**config.mk**
```make
export PLATFORM = sky130hd
export DESIGN_NAME = uart_boot_loader_flat
export DESIGN_NICKNAME = d
export VERILOG_FILES = /design/src/rtl/uart_boot_loader_pkg.sv /design/src/rtl/uart_boot_loader_if.sv /design/src/rtl/uart_byte_packer.sv /design/src/rtl/uart_boot_loader.sv /design/src/flat_wrapper.sv
export SDC_FILE = /design/constraint.sdc
export NUM_CORES = 1
export LEC_CHECK = 0
export CORE_MARGIN = 10
export CORE_UTILIZATION = 55
export CTS_BUF_LIST = sky130_fd_sc_hd__clkbuf_4 sky130_fd_sc_hd__clkbuf_8 sky130_fd_sc_hd__clkbuf_16
export DETAILED_ROUTE_END_ITERATION = 6
export GPL_TIMING_DRIVEN = 0
export PLACE_DENSITY = 0.77
export SYNTH_ARGS = -nofsm -noshare
export SYNTH_HDL_FRONTEND = slang
export SYNTH_HIERARCHICAL = 1
export SYNTH_SLANG_ARGS = --single-unit
```
**constraint.sdc**
```tcl
create_clock -name clk -period 6.5 [get_ports clk]
set_input_delay 1.95 -clock clk [delete_from_list [all_inputs] [get_ports clk]]
set_output_delay 1.95 -clock clk [all_outputs]
set_load 0.005 [all_outputs]
```
**src/rtl/uart_boot_loader_pkg.sv**
```systemverilog
// Shared constants and the state encoding for the UART boot loader.
// The optional checksum stage is enabled by defining UART_BOOT_LOADER_CHECKSUM_EN.
package uart_boot_loader_pkg;

  localparam logic RESET                  = 1'b0;
  localparam int   WORD_BYTES             = 4;
  localparam int   DEFAULT_TIMEOUT_CYCLES = 1000000;

  typedef logic [2:0] loader_state_t;

  localparam loader_state_t IDLE = 3'd0;
  localparam loader_state_t HDR  = 3'd1;
  localparam loader_state_t DATA = 3'd2;
  localparam loader_state_t CSUM = 3'd3;
  localparam loader_state_t DONE = 3'd4;
  localparam loader_state_t ERR  = 3'd5;

endpackage

```
**src/rtl/uart_boot_loader_if.sv**
```systemverilog
// Byte-stream input, instruction-memory write port and core-control status of the loader.
interface uart_boot_loader_if #(
  parameter int ADDR_WIDTH = 12
);

  logic [7:0]            rx_data;
  logic                  rx_valid;
  logic                  mem_we;
  logic [ADDR_WIDTH-1:0] mem_addr;
  logic [31:0]           mem_wdata;
  logic                  cpu_rst_n;
  logic                  load_done;
  logic                  load_err;

  modport master (
    input  rx_data, rx_valid,
    output mem_we, mem_addr, mem_wdata, cpu_rst_n, load_done, load_err
  );

  modport slave (
    output rx_data, rx_valid,
    input  mem_we, mem_addr, mem_wdata, cpu_rst_n, load_done, load_err
  );

endinterface

```
**src/rtl/uart_byte_packer.sv**
```systemverilog
// Assembles four strobed bytes into a little-endian word; word/word_valid are
// combinational so the caller can register the result on the same edge as the last byte.
module uart_byte_packer
  import uart_boot_loader_pkg::*;
(
  input  logic        clk,
  input  logic        rst,
  input  logic [7:0]  data,
  input  logic        strobe,
  input  logic        clear,
  output logic [31:0] word,
  output logic        word_valid
);

  localparam logic [1:0] LAST_IDX = 2'(WORD_BYTES - 1);

  logic [1:0]  idx;
  logic [23:0] shreg;

  // Newest byte lands on top, so after four strobes the first byte sits in [7:0].
  assign word       = {data, shreg};
  assign word_valid = strobe && !clear && (idx == LAST_IDX);

  always_ff @(posedge clk) begin
    if (rst == RESET) begin
      idx   <= '0;
      shreg <= '0;
    end else begin
      // NOTE: non-blocking assignments keep every register update tied to the same edge.
      if (strobe) shreg <= word[31:8];
      if (clear)       idx <= strobe ? 2'd1 : 2'd0;
      else if (strobe) idx <= idx + 2'd1;
    end
  end

endmodule

```
**src/rtl/uart_boot_loader.sv**
```systemverilog
// Loads a length-prefixed little-endian word image from a UART byte stream into
// instruction memory, releasing the core once complete. Option: UART_BOOT_LOADER_CHECKSUM_EN.
module uart_boot_loader
  import uart_boot_loader_pkg::*;
#(
  parameter int ADDR_WIDTH     = 12,
  parameter int TIMEOUT_CYCLES = DEFAULT_TIMEOUT_CYCLES
) (
  input logic              clk,
  input logic              rst,
  uart_boot_loader_if.master bus
);

  localparam logic [32:0]         MAX_WORDS = 33'(1) << ADDR_WIDTH;
  localparam int                  IDLE_W    = $clog2(TIMEOUT_CYCLES + 1);
  localparam logic [IDLE_W-1:0]   IDLE_MAX  = IDLE_W'(TIMEOUT_CYCLES);

`ifdef UART_BOOT_LOADER_CHECKSUM_EN
  localparam loader_state_t END_STATE = CSUM;
  localparam logic          END_DONE  = 1'b0;
`else
  localparam loader_state_t END_STATE = DONE;
  localparam logic          END_DONE  = 1'b1;
`endif

  loader_state_t         state;
  logic [31:0]           n_words;
  logic [ADDR_WIDTH:0]   count;
  logic [31:0]           count_next;
  logic [IDLE_W-1:0]     idle;
  logic                  listening;

  logic                  mem_we_q;
  logic [ADDR_WIDTH-1:0] mem_addr_q;
  logic [31:0]           mem_wdata_q;
  logic                  cpu_rst_n_q;
  logic                  load_done_q;
  logic                  load_err_q;

  logic [31:0]           word;
  logic                  word_valid;
  logic                  pack_strobe;
  logic                  pack_clear;

`ifdef UART_BOOT_LOADER_CHECKSUM_EN
  logic [7:0]            csum;
  assign listening = (state == HDR) || (state == DATA) || (state == CSUM);
`else
  assign listening = (state == HDR) || (state == DATA);
`endif

  assign pack_strobe = bus.rx_valid &&
                       ((state == IDLE) || (state == HDR) || (state == DATA) || (state == ERR));
  assign pack_clear  = (state == ERR);
  assign count_next  = 32'(count) + 32'd1;

  uart_byte_packer u_packer (
    .clk        (clk),
    .rst        (rst),
    .data       (bus.rx_data),
    .strobe     (pack_strobe),
    .clear      (pack_clear),
    .word       (word),
    .word_valid (word_valid)
  );

  always_ff @(posedge clk) begin
    if (rst == RESET) begin
      state       <= IDLE;
      n_words     <= '0;
      count       <= '0;
      idle        <= '0;
      mem_we_q    <= 1'b0;
      mem_addr_q  <= '0;
      mem_wdata_q <= '0;
      cpu_rst_n_q <= 1'b0;
      load_done_q <= 1'b0;
      load_err_q  <= 1'b0;
`ifdef UART_BOOT_LOADER_CHECKSUM_EN
      csum        <= '0;
`endif
    end else begin
      mem_we_q <= 1'b0;

      // A byte arriving on the expiry cycle wins over the timeout.
      if (listening) begin
        if (bus.rx_valid) begin
          idle <= '0;
        end else if (idle == IDLE_MAX) begin
          state      <= ERR;
          load_err_q <= 1'b1;
        end else begin
          idle <= idle + IDLE_W'(1);
        end
      end

      if (bus.rx_valid) begin
        case (state)
          IDLE: state <= HDR;
          HDR: begin
            if (word_valid) begin
              n_words <= word;
              if (word == 32'd0) begin
                state       <= END_STATE;
                load_done_q <= END_DONE;
                cpu_rst_n_q <= END_DONE;
              end else if ({1'b0, word} > MAX_WORDS) begin
                state      <= ERR;
                load_err_q <= 1'b1;
              end else begin
                state <= DATA;
              end
            end
          end
          DATA: begin
`ifdef UART_BOOT_LOADER_CHECKSUM_EN
            csum <= csum + bus.rx_data;
`endif
            if (word_valid) begin
              mem_we_q    <= 1'b1;
              mem_wdata_q <= word;
              mem_addr_q  <= count[ADDR_WIDTH-1:0];
              count       <= count_next[ADDR_WIDTH:0];
              if (count_next == n_words) begin
                state       <= END_STATE;
                load_done_q <= END_DONE;
                cpu_rst_n_q <= END_DONE;
              end
            end
          end
`ifdef UART_BOOT_LOADER_CHECKSUM_EN
          CSUM: begin
            if (bus.rx_data == csum) begin
              state       <= DONE;
              load_done_q <= 1'b1;
              cpu_rst_n_q <= 1'b1;
            end else begin
              state      <= ERR;
              load_err_q <= 1'b1;
            end
          end
`endif
          ERR: begin
            state      <= HDR;
            load_err_q <= 1'b0;
            count      <= '0;
            mem_addr_q <= '0;
            idle       <= '0;
`ifdef UART_BOOT_LOADER_CHECKSUM_EN
            csum       <= '0;
`endif
          end
          DONE:    ;
          default: state <= IDLE;
        endcase
      end
    end
  end

  assign bus.mem_we    = mem_we_q;
  assign bus.mem_addr  = mem_addr_q;
  assign bus.mem_wdata = mem_wdata_q;
  assign bus.cpu_rst_n = cpu_rst_n_q;
  assign bus.load_done = load_done_q;
  assign bus.load_err  = load_err_q;

endmodule

```
**src/flat_wrapper.sv**
```systemverilog
// flat-port wrapper written by rule: the top's interface ports become plain ports
module uart_boot_loader_flat import uart_boot_loader_pkg::*;
#(
  parameter int ADDR_WIDTH     = 12,
  parameter int TIMEOUT_CYCLES = DEFAULT_TIMEOUT_CYCLES
)
  (clk, rst, bus_rx_data, bus_rx_valid, bus_mem_we, bus_mem_addr, bus_mem_wdata, bus_cpu_rst_n, bus_load_done, bus_load_err);
  uart_boot_loader_if #(.ADDR_WIDTH(ADDR_WIDTH)) bus_i ();
  input logic clk;
  input logic rst;
  input wire logic [$bits(bus_i.rx_data)-1:0] bus_rx_data;
  input wire logic [$bits(bus_i.rx_valid)-1:0] bus_rx_valid;
  output wire logic [$bits(bus_i.mem_we)-1:0] bus_mem_we;
  output wire logic [$bits(bus_i.mem_addr)-1:0] bus_mem_addr;
  output wire logic [$bits(bus_i.mem_wdata)-1:0] bus_mem_wdata;
  output wire logic [$bits(bus_i.cpu_rst_n)-1:0] bus_cpu_rst_n;
  output wire logic [$bits(bus_i.load_done)-1:0] bus_load_done;
  output wire logic [$bits(bus_i.load_err)-1:0] bus_load_err;
  assign bus_i.rx_data = bus_rx_data;
  assign bus_i.rx_valid = bus_rx_valid;
  assign bus_mem_we = bus_i.mem_we;
  assign bus_mem_addr = bus_i.mem_addr;
  assign bus_mem_wdata = bus_i.mem_wdata;
  assign bus_cpu_rst_n = bus_i.cpu_rst_n;
  assign bus_load_done = bus_i.load_done;
  assign bus_load_err = bus_i.load_err;
  uart_boot_loader #(.ADDR_WIDTH(ADDR_WIDTH), .TIMEOUT_CYCLES(TIMEOUT_CYCLES)) u_core (.clk(clk), .rst(rst), .bus(bus_i));
endmodule
```
# == After elaboration in Yosys (flattened, before gate mapping) ==
# Cells that the tools add are included.
# classes
n_reduce_logical,19
mux,36
addsub,3
magnitude_cmp,1
eq_ne,11
# op_table
operator,count
two-way mux 20 bit,5
== test 32 bit,1
"greater-than comparator 32 x 13 -> 1 bit, second input constant",1
logical NOT 32 bit,1
two-way mux 3 bit,9
one-hot mux 13 bit (2 select lines),1
one-hot mux 12 bit (2 select lines),1
"adder 20 x 1 -> 20 bit, second input constant",1
"== test 20 bit, second input constant",1
"adder 13 x 1 -> 14 bit, second input constant",1
two-way mux 1 bit,13
two-way mux 13 bit,1
two-way mux 12 bit,1
one-hot mux 3 bit (4 select lines),1
AND reduction 3 bit,4
"!= test 2 bit, second input constant",4
"== test 3 bit, second input constant",2
AND reduction 6 bit,1
nonzero test 2 bit,3
logical OR 1 bit,4
two-way mux 2 bit,2
one-hot mux 1 bit (2 select lines),2
"== test 3 x 1 -> 1 bit, second input constant",1
"== test 3 x 2 -> 1 bit, second input constant",1
other kinds (6),8
# totals
inputBits,11
wordCells,81
out_inout_bits,48
regBits,141

# == Depth between registers and ports, before layout ==
# depth
ltp_word,10
mapped_depth,14

# == Modules after synthesis ==
# Netlist, hierarchy kept.
# by_module_without_submodules
module,area_per_inst_um2,n_inst,cells_per_inst,seq_area_each_um2
uart_boot_loader,5510.3,1,686,2302.2
uart_byte_packer,1096.1,1,95,520.5

# == Worst setup path after synthesis ==
# No wires, ideal clock.
# synth_timing
path_kind,input port to flip-flop
startpoint,in bus_rx_valid
endpoint,reg u_core.count[11]
required_time_ns,6.385
n_path_buf,5
arrival_ns,4.115
slack_ns,2.270
cell_stages,13
cell_sequence,clkbuf_1 o21ai_0 a21oi_1 buf_6 buf_12 and3b_2 and2_1 clkbuf_1 a21oi_1 clkbuf_1 o21ai_0 o21ai_0 and2_1
# synth_via
elab_chain_len,5
# synth_lines
item,line,rtl
from (decl),flat_wrapper.sv:12,input wire logic [$bits(bus_i.rx_valid)-1:0] bus_rx_valid;
logical AND 1 bit,uart_boot_loader.sv:52,assign pack_strobe = bus.rx_valid &&
via u_core.pack_strobe,uart_boot_loader.sv:42,logic pack_strobe;
logical AND 1 bit (2 in a row),uart_byte_packer.sv:22,assign word_valid = strobe && !clear && (idx == LAST_IDX);
via u_core.word_valid,uart_boot_loader.sv:41,logic word_valid;
!= test 2 bit (no line),n/a,
AND reduction 3 bit (no line),n/a,
to (signal assigned),uart_boot_loader.sv:123,count <= count_next[ADDR_WIDTH:0];
to (decl),uart_boot_loader.sv:28,logic [ADDR_WIDTH:0] count;
# The timed path passes the listed nets, and every way through them passes these cells.
# A chain may end at the register's enable or synchronous reset.

# == Worst setup path in the final report ==
# layout_timing
startpoint,in bus_rx_valid
endpoint,reg u_core.count[10]
# The elaborated chain is that of the path after synthesis.

==> results.json <==
{
  "p_sw_mw": 0.4536,
  "p_comb_share_pct": 4.5,
  "path_class": "in2reg",
  "maxSlewHeadroom_pct": 52.20,
  "h-tree-depth": 4,
  "num_vias": 5828,
  "drt_iter0_drc": 520,
  "cts.path.max_buffers": 2,
  "dieWidth_um": 129.6,
  "setup-violations-final": 0,
  "fin_setup_tns_ns": 0,
  "drt_drc_violations_left": 0,
  "muxShareOfSynthArea_pct": 4.091,
  "core_um2": 11560,
  "async_flop_share_pct": 0,
  "hold_start": "u_core/bus.mem_wdata[25]",
  "synth_top_area_share_pct": 42.73,
  "yosysSeqAreaShare_pct": 42.73,
  "r2r_start": "u_core/state[2]",
  "place_congestion": 0.8973,
  "ios": 59,
  "clock_latency_ns": 0.43,
  "ys.flop_type": "dfxtp_1",
  "start_kind": "input port",
  "synth_top_cells_by_area": "dfxtp_1 43%, nand2_1 8.9%, a21boi_0 8.2%",
  "status": "finished, final reports clean",
  "p_seq_share_pct": 46.1,
  "cts_tree": "done",
  "cp_num_buf_inv": 6,
  "antenna_found_initial": 0,
  "leakagePower_nw": 2.691,
  "post_cts_resized": 0,
  "crit_path_max_incr_delay_ns": 0.60,
  "synth_edf_count": 0,
  "synth_common_cells": "156 x nand2_1, 141 x dfxtp_1, 72 x a21boi_0, 43 x clkbuf_1, 40 x nor2b_1",
  "grt_max_degree": 17,
  "synthXorXnorAreaFrac_pct": 4.110,
  "drtPass1Iterations": 5,
  "routed_wl_um": 17420,
  "start_util_pct": 57.12,
  "die-area_um2": 16790,
  "drive_gt1_share_pct": 7.348,
  "swShare_pct": 23.62,
  "power.internal_mw": 1.467,
  "r2r_end": "u_core/count[9]",
  "nets": 873,
  "grt.overflow.total": 0,
  "crit_chain": "clkdlybuf4s50_1 -> clkbuf_1 -> o21ai_0 -> a21oi_1 -> buf_6 -> buf_12 -> and3b_2 -> and2_1 -> clkbuf_1 -> a21oi_1 -> clkbuf_1 -> o21ai_0 -> o21ai_0 -> and2_1",
  "clock-root-buffer": "clkbuf_16",
  "fin_crit_sh_pct": 81.61,
  "hpwl_um": 12580,
  "cp.required_ns": 6.82,
  "fmax_ghz": 0.1885,
  "syn-instance-count": 781,
  "r2r_slack_ns": 2.82,
  "arrival_ns": 5.62,
  "postSynthAreaPerCell_um2": 8.459,
  "worstPathMaxFanout": 10,
  "synth_top_family_by_area": "simple AND/OR/NAND/NOR gates",
  "reg2regPathDepth": 13,
  "routed_via_density": 5.748,
  "synth_compound_area_share_pct": 17.05,
  "slowest_stage": "clkdlybuf4s50_1",
  "grt_pass1_vias": 5579,
  "die_y_um": 129.6,
  "ys_ff_latch": 141,
  "netlist_area_um2": 6606,
  "clk_pin_slew_ns": 0.06,
  "ys_warn_count": 6,
  "syn2layout_area_growth_pct": 20.32,
  "holdWs_ns": 0.4639,
  "synth-simple-area-share_pct": 25.83,
  "drtAntennaViolNets": 0,
  "synth_fp_nets": 796,
  "yosys.cell_count.top_type": "nand2_1",
  "yosysTopAreaCell": "dfxtp_1",
  "wire_per_inst_um": 17.18,
  "hold_violations": 0,
  "holdCritPathClass": "reg2reg",
  "finClkSkew_ns": 0.005610,
  "ys_types": 63,
  "hold_buffers": 0,
  "rows": 39,
  "finalMaxSlewViolations": 0,
  "p_clk_share_pct": 49.4,
  "total_power_mw": 1.920,
  "synthAdderAreaFrac_pct": 0.7576,
  "powerDensity_nw_per_um2": 241.6,
  "grt_pass1_wl_um": 28450,
  "cts_buffers": 17,
  "clock-sinks": 141,
  "fillers": 926,
  "worstMarginPinSlew_ns": 0.7104,
  "end_kind": "flip-flop",
  "worst_hold_path.num_cells": 2,
  "irDropWorstVdd_mv": 0.1802,
  "period_minus_slack_ns": 5.305,
  "cap_viol_max_count": 0,
  "diodes": 0,
  "min_to": "u_core/bus.mem_wdata[25]",
  "post_cts_buffers": 0,
  "track_usage_pct": 21.04,
  "port_buffers": 58,
  "rsz0062_at_grt": "no",
  "critPathTopFamily": "buffers and inverters"
}
placed cells by master, fill, tap and decap left out, types with 7 or more instances in the layout:
cell,synthesis,final
nand3_1,23,23
clkbuf_16,0,17
buf_4,9,9
and2_1,8,8
clkbuf_1,43,43
a21oi_1,16,16
nand4_1,8,8
mux2i_1,27,27
xor2_1,7,7
clkdlybuf4s50_1,0,58
nand2_1,156,156
nor4_1,23,23
nor3_1,16,16
nor2b_1,40,40
o21ai_0,24,24
a22oi_1,9,9
xnor2_1,24,24
nor2_1,38,38
dfxtp_1,141,141
inv_1,13,13
a21boi_0,72,72
layer usage:
metal / vias up / share of wire (%) / GRT usage, %
li1: 2852 / - / -
met1: 2769 / 44 / 25.68
met2: 168 / 47 / 33.97
met3: 39 / 5.9 / 6.485
met4: 0 / 2.4 / 8.399
met5: - / 0 / 0
power by group through the flow:
stage	combinational (mW)	clock, mW	sequential, mW
finish	0.0866	0.949	0.885
global route	0.0934	1.01	0.885
floorplan	0.0615	0	0.898
detailed placement	0.0857	0	0.903
CTS	0.0863	0.964	0.884
global placement	0.0834	0	0.903
worst max path at each step:
stage / startpoint / endpoint / slack (ns) / cells after the start
finish: bus_rx_valid / u_core/count[10] / 1.20 / 14
global route: bus_rx_valid / u_core/count[10] / 0.90 / 14
CTS: bus_rx_valid / u_core/count[10] / 1.25 / 14
detailed placement: bus_rx_valid / u_core/count[10] / 0.82 / 14
global placement: bus_rx_valid / u_core/count[10] / 0.84 / 14
floorplan: bus_rx_valid / u_core/count[11] / 2.27 / 13
layout make-up:
class,count,area (um^2),area share (%)
inverters,13,48.80,0.6139
multi-input cells,566,3425,43.08
repair buffers,58,580.6,7.304
flip-flops and latches,141,2823,35.51
clock buffers,19,452.9,5.698
clock inverters,13,130.1,1.637
well taps,143,178.9,2.251
plain buffers,61,310.3,3.904
tightest hold or removal path, cell delays in order, from the launching register on:
cell and delay [ns]:
dfxtp_1 0.31, nand2_1 0.04, a21boi_0 0.06
sequential cells by signal, summed over array words and instances, names as in the netlist, 2 cells and up:
| signal | count |
|---|---|
| u_core/bus.mem_addr | 12 |
| u_core/bus.mem_wdata | 32 |
| u_core/count | 13 |
| u_core/idle | 20 |
| u_core/n_words | 32 |
| u_core/state | 3 |
| u_core/u_packer/idx | 2 |
| u_core/u_packer/shreg | 24 |
stage by stage:
| stage | cell area, um^2 | worst slack [ns] | instances | util, % |
|---|---|---|---|---|
| floorplan | 6606 | 2.270 | 781 | - |
| global placement | 7366 | 0.8386 | 982 | 63.69 |
| detailed placement | 7366 | 0.8202 | 982 | 63.69 |
| CTS | 7949 | 1.247 | 1014 | 68.73 |
| global route | 7949 | 0.9027 | 1014 | 68.73 |
| finish | 7949 | 1.195 | 1014 | 68.73 |
cell families after synthesis:
kind of cell | Yosys count
xor gates and xnor gates | 31
AOI/OAI and AO/OA | 158
adders and majority gates | 4
and+or+nand+nor | 346
buffers and inverters | 74
DFF | 141
muxes | 27
Note: power is estimated with default switching activity, not from simulation.
